===== config.mk =====
export PLATFORM = sky130hd
export DESIGN_NAME = display_cursor_controller
export DESIGN_NICKNAME = d
export VERILOG_FILES = /design/src/rtl/display_cursor_controller.sv
export SDC_FILE = /design/constraint.sdc
export NUM_CORES = 1
export LEC_CHECK = 0
export CORE_MARGIN = 1
export CORE_UTILIZATION = 40
export CTS_CLUSTER_SIZE = 20
export DETAILED_ROUTE_END_ITERATION = 7
export SLEW_MARGIN = 10
export SYNTH_ARGS = -nofsm -noshare
export SYNTH_HDL_FRONTEND = slang
export SYNTH_SLANG_ARGS = --single-unit

===== constraint.sdc =====
create_clock -name clock -period 2.43 [get_ports clock]
set_input_delay 0.3645 -clock clock [delete_from_list [all_inputs] [get_ports clock]]
set_output_delay 0.3645 -clock clock [all_outputs]
set_load 0.1 [all_outputs]

===== src/rtl/display_cursor_controller.sv =====
// ---------------------------------------------------------------------------
// display_cursor_controller
//
// Purpose: moves a digit cursor across a NUM_DIGITS display from three
// push buttons (left / center / right). Left and right auto-repeat while
// held. Center toggles the decimal point of the selected digit. The
// optional blink of the selected digit is enabled by defining the macro
// CURSOR_BLINK_EN. When it is undefined, digitBlank is tied to 0.
//
// Ports:
//   clock        in   sole clock, rising edge
//   resetN       in   asynchronous active-low reset
//   buttons[2:0] in   raw async buttons: [0] left, [1] center, [2] right
//   clearPoints  in   synchronous clear of all decimal points
//   cursorIndex  out  selected digit index
//   cursor       out  one-hot of cursorIndex
//   pointEnable  out  per-digit decimal-point enable
//   digitBlank   out  per-digit blank request (1 = blank)
// ---------------------------------------------------------------------------
module display_cursor_controller #(
    parameter int NUM_DIGITS        = 4,
    parameter int DEBOUNCE_BITS     = 16,
    parameter int REPEAT_DELAY_BITS = 24,
    parameter int REPEAT_RATE_BITS  = 21,
    parameter int BLINK_BITS        = 23,
    localparam int IDX_W = (NUM_DIGITS <= 2) ? 1 : $clog2(NUM_DIGITS)
) (
    input  logic                  clock,
    input  logic                  resetN,
    input  logic [2:0]            buttons,
    input  logic                  clearPoints,
    output logic [IDX_W-1:0]      cursorIndex,
    output logic [NUM_DIGITS-1:0] cursor,
    output logic [NUM_DIGITS-1:0] pointEnable,
    output logic [NUM_DIGITS-1:0] digitBlank
);

    localparam int NUM_BTN  = 3;
    localparam int NUM_REP  = 2;  // lane 0 = left, lane 1 = right
    localparam int REP_W    = (REPEAT_DELAY_BITS > REPEAT_RATE_BITS) ?
                              REPEAT_DELAY_BITS : REPEAT_RATE_BITS;
    localparam logic [REP_W-1:0] DELAY_END = REP_W'((64'd1 << REPEAT_DELAY_BITS) - 64'd1);
    localparam logic [REP_W-1:0] RATE_END  = REP_W'((64'd1 << REPEAT_RATE_BITS) - 64'd1);
    localparam logic [IDX_W-1:0] LAST_IDX  = IDX_W'(NUM_DIGITS - 1);

    typedef enum logic [1:0] {
        S_IDLE   = 2'd0,
        S_DELAY  = 2'd1,
        S_REPEAT = 2'd2
    } rep_state_t;

    logic [NUM_BTN-1:0] btn_level;
    logic [NUM_BTN-1:0] btn_press;
    logic [NUM_REP-1:0] rep_level;
    logic [NUM_REP-1:0] rep_press;
    logic [NUM_REP-1:0] rep_step;

    // ------------------------------------------------------------------
    // Per-button synchroniser + debouncer + rising-edge press pulse
    // ------------------------------------------------------------------
    for (genvar b = 0; b < NUM_BTN; b++) begin : g_btn
        logic [1:0]               sync_q, sync_d;
        logic                     stable_q, stable_d;
        logic                     press_q, press_d;
        logic [DEBOUNCE_BITS-1:0] cnt_q, cnt_d;

        always_comb begin
            sync_d   = {sync_q[0], buttons[b]};
            stable_d = stable_q;
            cnt_d    = '0;
            // Accept the new level only after it disagreed with the
            // stable level on 2^DEBOUNCE_BITS consecutive samples.
            if (sync_q[1] != stable_q) begin
                if (&cnt_q) stable_d = sync_q[1];
                else        cnt_d    = cnt_q + 1'b1;
            end
            press_d = stable_d & ~stable_q;
        end

        always_ff @(posedge clock or negedge resetN) begin
            if (!resetN) begin
                sync_q   <= '0;
                stable_q <= 1'b0;
                press_q  <= 1'b0;
                cnt_q    <= '0;
            end else begin
                sync_q   <= sync_d;
                stable_q <= stable_d;
                press_q  <= press_d;
                cnt_q    <= cnt_d;
            end
        end

        assign btn_level[b] = stable_q;
        assign btn_press[b] = press_q;
    end

    assign rep_level = {btn_level[2], btn_level[0]};
    assign rep_press = {btn_press[2], btn_press[0]};

    // ------------------------------------------------------------------
    // Auto-repeat FSM for left and right
    // ------------------------------------------------------------------
    for (genvar r = 0; r < NUM_REP; r++) begin : g_rep
        rep_state_t       state_q, state_d;
        logic [REP_W-1:0] cnt_q, cnt_d;
        logic             step;

        always_comb begin
            state_d = state_q;
            cnt_d   = cnt_q;
            step    = 1'b0;
            case (state_q)
                S_IDLE: begin
                    cnt_d = '0;
                    if (rep_press[r]) begin
                        state_d = S_DELAY;
                        step    = 1'b1;
                    end
                end
                S_DELAY: begin
                    if (!rep_level[r]) begin
                        state_d = S_IDLE;
                        cnt_d   = '0;
                    end else if (cnt_q == DELAY_END) begin
                        state_d = S_REPEAT;
                        cnt_d   = '0;
                        step    = 1'b1;
                    end else begin
                        cnt_d = cnt_q + 1'b1;
                    end
                end
                S_REPEAT: begin
                    if (!rep_level[r]) begin
                        state_d = S_IDLE;
                        cnt_d   = '0;
                    end else if (cnt_q == RATE_END) begin
                        cnt_d = '0;
                        step  = 1'b1;
                    end else begin
                        cnt_d = cnt_q + 1'b1;
                    end
                end
                default: begin
                    state_d = S_IDLE;
                    cnt_d   = '0;
                end
            endcase
        end

        always_ff @(posedge clock or negedge resetN) begin
            if (!resetN) begin
                state_q <= S_IDLE;
                cnt_q   <= '0;
            end else begin
                state_q <= state_d;
                cnt_q   <= cnt_d;
            end
        end

        assign rep_step[r] = step;
    end

    // ------------------------------------------------------------------
    // Cursor index and decimal points
    // ------------------------------------------------------------------
    logic [IDX_W-1:0]      idx_q, idx_d;
    logic [NUM_DIGITS-1:0] pts_q, pts_d;
    logic                  any_step;

    assign any_step = |rep_step;

    always_comb begin
        idx_d = idx_q;
        pts_d = pts_q;
        // Toggle uses the index held this cycle, before any step lands.
        if (btn_press[1]) pts_d[idx_q] = ~pts_q[idx_q];
        if (clearPoints)  pts_d = '0;
        // Left has priority; a simultaneous right step is dropped.
        if (rep_step[0])      idx_d = (idx_q == LAST_IDX) ? '0 : idx_q + 1'b1;
        else if (rep_step[1]) idx_d = (idx_q == '0) ? LAST_IDX : idx_q - 1'b1;
    end

    always_ff @(posedge clock or negedge resetN) begin
        if (!resetN) begin
            idx_q <= '0;
            pts_q <= '0;
        end else begin
            idx_q <= idx_d;
            pts_q <= pts_d;
        end
    end

    assign cursorIndex = idx_q;
    assign pointEnable = pts_q;

    always_comb begin
        cursor        = '0;
        cursor[idx_q] = 1'b1;
    end

    // ------------------------------------------------------------------
    // Optional blink of the selected digit
    // ------------------------------------------------------------------
`ifdef CURSOR_BLINK_EN
    logic [BLINK_BITS-1:0] blink_q, blink_d;

    // Restart the phase on a step so the new digit shows lit at once.
    always_comb blink_d = any_step ? '0 : blink_q + 1'b1;

    always_ff @(posedge clock or negedge resetN) begin
        if (!resetN) blink_q <= '0;
        else         blink_q <= blink_d;
    end

    always_comb begin
        digitBlank        = '0;
        digitBlank[idx_q] = blink_q[BLINK_BITS-1];
    end
`else
    logic unused_step;
    assign unused_step = any_step;
    assign digitBlank  = '0;
`endif

endmodule


# Word level (Yosys, flattened, before mapping)
# Cells that the tools add are included.
totals:
  ff_bits: 118
op_classes:
  n_addsub: 7
  muxes: 55
  n_lt_le_gt_ge: 2
  eq_ne: 18
  n_bitwise: 7
  reduce_logical: 11
ops:
  columns: ["op", "count"]
  rows:
  - ["two-way mux 24 bit", 8]
  - ["two-way mux 16 bit", 6]
  - ["one-hot mux 24 bit (2 select lines)", 2]
  - ["adder 16 x 1 -> 16 bit, second input constant", 3]
  - ["adder 24 x 1 -> 24 bit, second input constant", 2]
  - ["equality test 24 x 21 -> 1 bit, second input constant", 2]
  - ["equality test 24 bit, second input constant", 2]
  - ["AND reduction 16 bit", 3]
  - ["two-way mux 2 bit", 12]
  - ["two-way mux 1 bit", 18]
  - ["one-hot mux 2 bit (3 select lines)", 2]
  - ["two-way mux 4 bit", 2]
  - ["inequality test 2 bit, second input constant", 4]
  - ["equality test 2 bit, second input constant", 3]
  - ["zero test 2 bit", 3]
  - ["inequality test 3 bit, second input constant", 2]
  - ["one-hot mux 1 bit (3 select lines)", 2]
  - ["AND reduction 3 bit", 2]
  - ["bitwise mux 4 bit", 1]
  - ["equality test 2 x 1 -> 1 bit, second input constant", 2]
  - ["inverter 1 bit", 4]
  - ["nonzero test 2 bit", 2]
  - ["bitwise AND 1 bit", 3]
  - ["less-than comparator 2 x 3 -> 1 bit, second input constant", 1]
  - ["7 further kinds", 9]

# Logic depth before layout (Yosys ltp)
# Gate-level depths: netlist of the first run.
logic_depth:
  word_depth: 7
  mapped_depth: 7

# Worst setup path before layout of the first run
# OpenSTA, ideal clock, no wires.
synth_path:
  kind: "register to register"
  start: "register idx_q[0], in the netlist cursorIndex[0]"
  end: "register pts_q[3], in the netlist pointEnable[3]"
  setup_slack_ns: -0.076
  t_arrival_ns: 2.405
  stages_incl_launch_ff: 4
  setup_time_ns: 0.101
  path_cell_list: "dfrtp_1 > ha_1 > a21oi_1 > a311oi_1"
synth_between:
  elab_chain_cells: 7
synth_lines:
  columns: ["element", "line_no", "rtl"]
  rows:
  - ["start: declaration", "167", "logic [IDX_W-1:0] idx_q, idx_d;"]
  - ["start signal: assignment", "189", "idx_q <= idx_d;"]
  - ["less-than comparator 2 x 3 -> 1 bit or >= comparator 2 x 1 -> 1 bit (tied branches)", null, null]
  - ["logical AND 1 bit", null, null]
  - ["two-way mux 1 bit", null, null]
  - ["demux 1 bit (select 2 bit) (*)", null, null]
  - ["named net cursor[3]", "33", "output logic [NUM_DIGITS-1:0] cursor,"]
  - ["bitwise mux 4 bit (*)", "177", "if (btn_press[1]) pts_d[idx_q] = ~pts_q[idx_q];"]
  - ["two-way mux 4 bit (*)", "177", null]
  - ["two-way mux 4 bit (*)", "178", "if (clearPoints) pts_d = '0;"]
  - ["end signal: assignment", "190", "pts_q <= pts_d;"]
  - ["end: declaration", "168", "logic [NUM_DIGITS-1:0] pts_q, pts_d;"]
# Mark *: on every way through the listed nets, which the timed path passes. The rest lies on a longest branch. The select of a mux whose other input is x is not followed.
# A chain may end at the register's enable or synchronous reset.

# Final worst setup path of the first run
layout_path:
  start: "register g_rep[1].cnt_q[0]"
  end: "register g_rep[1].cnt_q[19]"
layout_between:
  elab_chain_cells: 4
layout_lines:
  columns: ["element", "line_no", "rtl"]
  rows:
  - ["start: declaration", "106", "logic [REP_W-1:0] cnt_q, cnt_d;"]
  - ["start signal: assignment", "157", "cnt_q <= cnt_d;"]
  - ["adder 24 x 1 -> 24 bit (tied with other cells)", "130, 141", null]
  - ["two-way mux 24 bit (on tied branches)", "137, 125", null]
  - ["two-way mux 24 bit (on tied branches)", "134, 122", null]
  - ["one-hot mux 24 bit (2 select lines) (*)", "113", "case (state_q)"]
  - ["named net g_rep[1].cnt_d[19]", "106", null]
# Mark *: on every way through the listed nets, which the timed path passes. The rest lies on a longest branch.

==> run metrics, run 1 <==
R2R cell count 7; clock buffer depth 2; R2R Setup Slk 0.17 ns; RSZ-0062 raised after global routing no; Layout fillers 1,294; drt pass-1 iters 4; die width 122 um; Final Cell Area 6810 um2; Setup Crit Path Kind flop to flop; Worst Skew 0.00400 ns; CP startpoint g_rep[1].cnt_q[0]$_DFF_PN0_; final WL 10.3 mm; Top FF cell, synth dfrtp_1; Tightest Pin Transition 0.672 ns; most common cell after layout, fill and taps aside nor2_1; Min-Delay Endpoint g_btn[0].sync_q[1]$_DFF_PN0_; Worst Setup Start Kind flop; Cells after Synth 576; FF-to-FF Start g_rep[1].cnt_q[0]$_DFF_PN0_; Crit. End Element flop; syn_area_per_cell 9.99 um2; ANT cells 0; Power Total 0.00484 W; final number of hold-violating endpoints 0; Placed Area 6150 um2; multi-input logic area 2660 um2; Slew HR 0.552; largest cells by area after synthesis dfrtp_1 51%, nor2_1 7.9%, xor2_1 7.3%; Slowest-stage cell, CP or4_4; Post-synth EDFFs 0; Setup TNS 0 ns; grt ovf 0; Inserted Clock Buffers 17; Setup WS post-layout 0.168 ns; drt wl/cell 12.8 um; share of the synthesized area in the top cell type 0.513; cell breakdown of the critical path ha_1 -> nand3_2 -> or4_4 -> o31a_1 -> o211ai_2 -> buf_12 -> nor2_1; Initial Util 0.413; Die Ht 122 um; Syn. warnings 0; Area growth syn-to-layout 18.4%; layout cells sized above 1 0.108; drc violations 0; fin crit share 0.931; Min-Delay Path Class flop to flop; synth unique cells 47; first-pass GRT wire length 18.2 mm; GPL Wtd Cong 0.780; Die ar. 14,900 um2; largest net degree at the start of global routing 51; outcome completed; Seq/Total Area, Yosys 0.513; # setup viols final 0; max-cap violations 0; core area 13,900 um2; gr usage total 0.157; fin. max-slew vios 0; PwrDens 711 nW/um2; Port Buffers 15; number of synthesized register bits 118; minimum clock period 2.26 ns; Peak VDD IR 0.479 mV; Final nets 632; later-pin clock latency in the skew report 0.42 ns; area occupied by registers 2950 um2; post-layout util 0.489; Crit path arrival time 2.57 ns; FFs w/ async S/R, synth 1.00; reg2reg end g_rep[1].cnt_q[19]$_DFF_PN0_; dpl hpwl 6.84 mm; initial drt markers 208; commonest non-fill, non-tap cells in the layout 121 x nor2_1, 118 x dfrtp_1, 48 x xor2_1; clk slew on worst S/H paths 0.05 ns; Max H-tree Level 4; LEAKAGE 2.88 nW; antenna violations before repair 0; WP data required 2.74 ns; mapped cell area 5750 um2; Via Count 4,032; IO Pins 20; FP Rows 43; # clock sinks 118; clock root buffer clkbuf_16; largest area contributor in the netlist dfrtp_1; Antenna Nets Post-Route 0; Max FO, Critical Path 24; CTS tree built; max incr delay on CP 0.61 ns; maximum clock frequency 0.442 GHz; vias in the first global route 4,009; Hold Crit Depth 0; pre-CTS WS 0.173 ns; hold_sp g_btn[0].sync_q[0]$_DFF_PN0_; via density per instance 5.03
per-stage QoR:
stage                     hold WS, ns  std cells
after floorplan                0.0689        579
after global placement          0.332        769
after detailed placement        0.338        769
after CTS                       0.350        802
after global routing            0.358        802
final                           0.347        802
layout make-up:
cell class | count | share of cell area
Clock buffer | 23 | 0.0687
Clock inverter | 9 | 0.0254
Inverter | 22 | 0.0121
Multi-Input combinational cell | 423 | 0.390
Sequential cell | 118 | 0.434
Tap cell | 180 | 0.0331
Timing Repair Buffer | 27 | 0.0371
cells by family (layout without fill, tap and decap cells):
kind of cell,Yosys count,in the layout,synth area share
flops,118,118,0.513
simple gates,278,278,0.234
fa+ha+maj,17,17,0.0370
mux,6,6,0.0135
compound gates,29,29,0.0367
other cells,1,4,0.000652
xor+xnor,89,89,0.135
buf+inv,38,81,0.0300
flip-flops by register name (all words and copies together) (netlist names):
register / flops
g_rep.state_q: 4
cursorIndex: 2
g_btn.cnt_q: 48
pointEnable: 4
g_rep.cnt_q: 48
g_btn.press_q: 3
g_btn.sync_q: 6
g_btn.stable_q: 3
per-layer routing:
metal  GRT usage  share of wire
met5           0              0
met4      0.0918          0.023
met3      0.0435          0.033
met2       0.240           0.46
met1       0.199           0.48
cells in the mapped netlist (2+ instances only):
library cell  number
nor2_1           121
dfrtp_1          118
xor2_1            48
xnor2_1           41
nand2_1           39
nand3_1           33
inv_1             22
nand4_1           21
ha_1              17
nor3_1            14
a21oi_1           10
and4_1             8
buf_4              8
clkbuf_1           7
nor3b_1            7
nor4_1             6
a311oi_1           5
and3_1             5
nand2b_1           5
mux2_2             4
or3_1              4
a31oi_1            2
nand3b_1           2
o211ai_1           2
o21a_1             2
o21ai_0            2
or2_2              2
or4b_2             2
power by group:
| group | internal [W] | switching [W] | leakage (nW) |
|---|---|---|---|
| Clock | 0.00187 | 0.000856 | 0.311 |
| Combinational | 0.0000295 | 0.0000905 | 0.946 |
| Sequential | 0.00198 | 0.0000149 | 1.63 |
worst max path at each step:
stage                                    to  slack [ns]  cells after the start
2_1_floorplan    pointEnable[2]$_DFFE_PN0P_        0.02                      3
4_1_cts        g_rep[1].cnt_q[19]$_DFF_PN0_        0.17                      7
5_1_grt        g_rep[1].cnt_q[10]$_DFF_PN0_        0.03                      7
3_3_place_gp     cursorIndex[1]$_DFFE_PN0P_        0.22                      6
6_report       g_rep[1].cnt_q[19]$_DFF_PN0_        0.17                      7
3_5_place_dp    g_rep[1].cnt_q[2]$_DFF_PN0_        0.17                      7
critical path: cells and delay by family (launching register included):
| family | cells | cell delay [ns] |
|---|---|---|
| AOI/OAI and AO/OA | 2 | 0.54 |
| adders and majority gates | 1 | 0.21 |
| buffers and inverters | 1 | 0.19 |
| DFF | 1 | 0.38 |
| and+or+nand+nor | 3 | 0.82 |
what timing repair did:
action	in CTS	in global routing
setup buffers	0	0
hold buffers	1	0
setup endpoints to repair	0	1
hold endpoints to repair	2	0
gates resized for setup	0	1
No activity file was read; power rests on OpenSTA's default activity.
==> inputs of run 2 (changes only) <==
Settings changed: DONT_BUFFER_PORTS from default to 1.
==> run 2 against run 1 <==
Effect of this change: the run now ends with hold timing left; combinational power down 41%; wire length down 0.30%; clock power down 4%; clock skew up 0.0039 ns; critical path type unchanged; largest cell class unchanged; highest routed layer unchanged.
==> run metrics, run 2 (same netlist as run 1, synthesis figures left out) <==
first-pass GRT wire length 18.3 mm (was 18.2 mm); Area growth syn-to-layout 17.3% (was 18.4%); max incr delay on CP 0.62 ns (was 0.61 ns); clk slew on worst S/H paths 0.05 ns (about the same); Final nets 626 (was 632); CTS tree built (unchanged); PwrDens 694 nW/um2 (was 711 nW/um2); Port Buffers 0 (was 15); final number of hold-violating endpoints 118 (was 0); final WL 10.3 mm (about the same); Antenna Nets Post-Route 0 (unchanged); # setup viols final 0 (unchanged); fin crit share 0.947 (was 0.931); drt wl/cell 12.9 um (was 12.8 um); Crit path arrival time 2.59 ns (was 2.57 ns); R2R Setup Slk 0.13 ns (was 0.17 ns); Min-Delay Path Class primary input to async pin (was flop to flop); hold_buf cts 4 (was 1); antenna violations before repair 0 (unchanged); commonest non-fill, non-tap cells in the layout 121 x nor2_1, 118 x dfrtp_1, 48 x xor2_1 (unchanged); later-pin clock latency in the skew report 0.41 ns (was 0.42 ns); LEAKAGE 2.85 nW (was 2.88 nW); Die ar. 14,900 um2 (unchanged); Initial Util 0.413 (unchanged); via density per instance 4.97 (was 5.03); FP Rows 43 (unchanged); Setup TNS 0 ns (unchanged); core area 13,900 um2 (unchanged); maximum clock frequency 0.435 GHz (was 0.442 GHz); Peak VDD IR 0.480 mV (was 0.479 mV); part of the power in registers 0.427 (was 0.413); drc violations 0 (unchanged); Via Count 3,956 (was 4,032); dpl hpwl 6.63 mm (was 6.84 mm); outcome finished, violations left (was completed); fin. max-slew vios 0 (unchanged); Worst Skew 0.00789 ns (was 0.00400 ns); IO Pins 20 (unchanged); Max FO, Critical Path 24 (unchanged); max-cap violations 0 (unchanged); largest net degree at the start of global routing 119 (was 51); Tightest Pin Transition 0.554 ns (was 0.672 ns); # clock sinks 118 (unchanged); Die Ht 122 um (unchanged); clock root buffer clkbuf_16 (unchanged); vias in the first global route 4,035 (was 4,009); WHS -0.352 ns (was 0.347 ns); switching pwr 0.000898 W (was 0.000962 W); Worst Setup Start Kind flop (unchanged); gr usage total 0.158 (was 0.157); R2R cell count 7 (unchanged); Largest regs g_btn.cnt_q x48, g_rep.cnt_q x48, g_btn.sync_q x6 (unchanged); Inserted Clock Buffers 17 (unchanged); ANT cells 0 (unchanged); Switching Share 0.192 (was 0.199); Crit. End Element flop (unchanged); layout cells sized above 1 0.107 (was 0.108); reg2reg end g_rep[1].cnt_q[20]$_DFF_PN0_ (was g_rep[1].cnt_q[19]$_DFF_PN0_); Slew HR 0.628 (was 0.552); grt ovf 0 (unchanged); Setup Crit Path Kind flop to flop (unchanged); minimum clock period 2.30 ns (was 2.26 ns); most common cell after layout, fill and taps aside nor2_1 (unchanged); Max H-tree Level 4 (unchanged); Slowest-stage cell, CP or4_4 (unchanged); failing checks hold timing; drt pass-1 iters 4 (unchanged); post-layout util 0.485 (was 0.489); cell internal pwr 0.00379 W (was 0.00388 W); final cell count without fillers 796 (was 802); combinational share of power 0.015 (was 0.025); placed insts 760 (was 769); GPL Wtd Cong 0.801 (was 0.780); cell breakdown of the critical path ha_2 -> nand3_2 -> or4_4 -> o31a_1 -> o211ai_2 -> buf_12 -> nor2_1 (was ha_1 -> nand3_2 -> or4_4 -> o31a_1 -> o211ai_2 -> buf_12 -> nor2_1); clock buffer depth 2 (unchanged); RSZ-0062 raised after global routing no (unchanged); WP data required 2.72 ns (was 2.74 ns); initial drt markers 245 (was 208); clock group share of total power 0.558 (was 0.562); postcts setup bufs 0 (unchanged); FF-to-FF Start g_rep[1].cnt_q[0]$_DFF_PN0_ (unchanged); die width 122 um (unchanged)
run 2: cell types whose count changed in the layout (fill, tap and decap cells not counted):
cell | before | now
buf_4 | 19 | 14
clkdlybuf4s50_1 | 4 | 0
clkinv_2 | 3 | 6
dlygate4sd3_1 | 1 | 4
clkbuf_1 | 4 | 2
bufinv_16 | 5 | 4
clkbuf_8 | 2 | 3
clkinvlp_4 | 1 | 0
ha_1 | 15 | 14
ha_2 | 2 | 3
nand2b_1 | 5 | 4
nand2b_2 | 0 | 1
run 2: power groups by stage:
stage	Clock (W)	Combinational [W]	Sequential (W)
3_3_place_gp	0	0.0000646	0.00203
6_report	0.00262	0.0000710	0.00200
3_5_place_dp	0	0.0000662	0.00203
2_1_floorplan	0	0.0000648	0.00203
4_1_cts	0.00268	0.0000718	0.00200
5_1_grt	0.00280	0.0000790	0.00200
run 2: how the worst max path moves through the flow:
stage,from,to,slack (ns),cells after the start
floorplan,cursorIndex[1]$_DFFE_PN0P_,pointEnable[2]$_DFFE_PN0P_,0.02,3
global placement,g_rep[1].cnt_q[0]$_DFF_PN0_,g_rep[1].cnt_q[22]$_DFF_PN0_,0.15,7
detailed placement,g_rep[1].cnt_q[0]$_DFF_PN0_,g_rep[1].cnt_q[7]$_DFF_PN0_,0.07,7
CTS,g_rep[1].cnt_q[0]$_DFF_PN0_,g_rep[1].cnt_q[20]$_DFF_PN0_,0.05,7
global route,g_rep[1].cnt_q[0]$_DFF_PN0_,g_rep[1].cnt_q[20]$_DFF_PN0_,0.004,7
finish,g_rep[1].cnt_q[0]$_DFF_PN0_,g_rep[1].cnt_q[20]$_DFF_PN0_,0.13,7
run 2: stage by stage:
step / setup WS (ns) / total power (W) / area (um2)
after global routing: 0.00402 / 0.00488 / 6750
final: 0.130 / 0.00469 / 6750
after CTS: 0.0491 / 0.00475 / 6720
after detailed placement: 0.0748 / 0.00210 / 6060
after global placement: 0.155 / 0.00210 / 6060
after floorplan: 0.0170 / 0.00209 / 5770
run 2: area by class of cell:
type	instances	area, um2
sequential	118	2950
fill	1274	7180
tap	180	225
inverter	22	82.6
clock inverter	10	150
multi-input combinational	423	2660
timing repair buffer	21	205
clock buffer	22	474
run 2: metal layers:
metal | global-route usage | wire (um)
met5 | 0 | 0
met4 | 0.0610 | 122
met3 | 0.0529 | 343
met2 | 0.261 | 4960
met1 | 0.189 | 4830
run 2: worst max-delay path, delay by kind of cell (launching register included):
family	cells	cell delay, ns
AND/OR/NAND/NOR	3	0.83
AO/OA/AOI/OAI	2	0.54
flip-flops	1	0.39
buffers and inverters	1	0.19
adder cells (fa/ha/maj)	1	0.22
run 2: repair_timing:
| item | in CTS | in global routing |
|---|---|---|
| hold endpoints to repair | 123 | 118 |
| gates resized for setup | 0 | 6 |
| endpoints found under the setup margin | 0 | 34 |
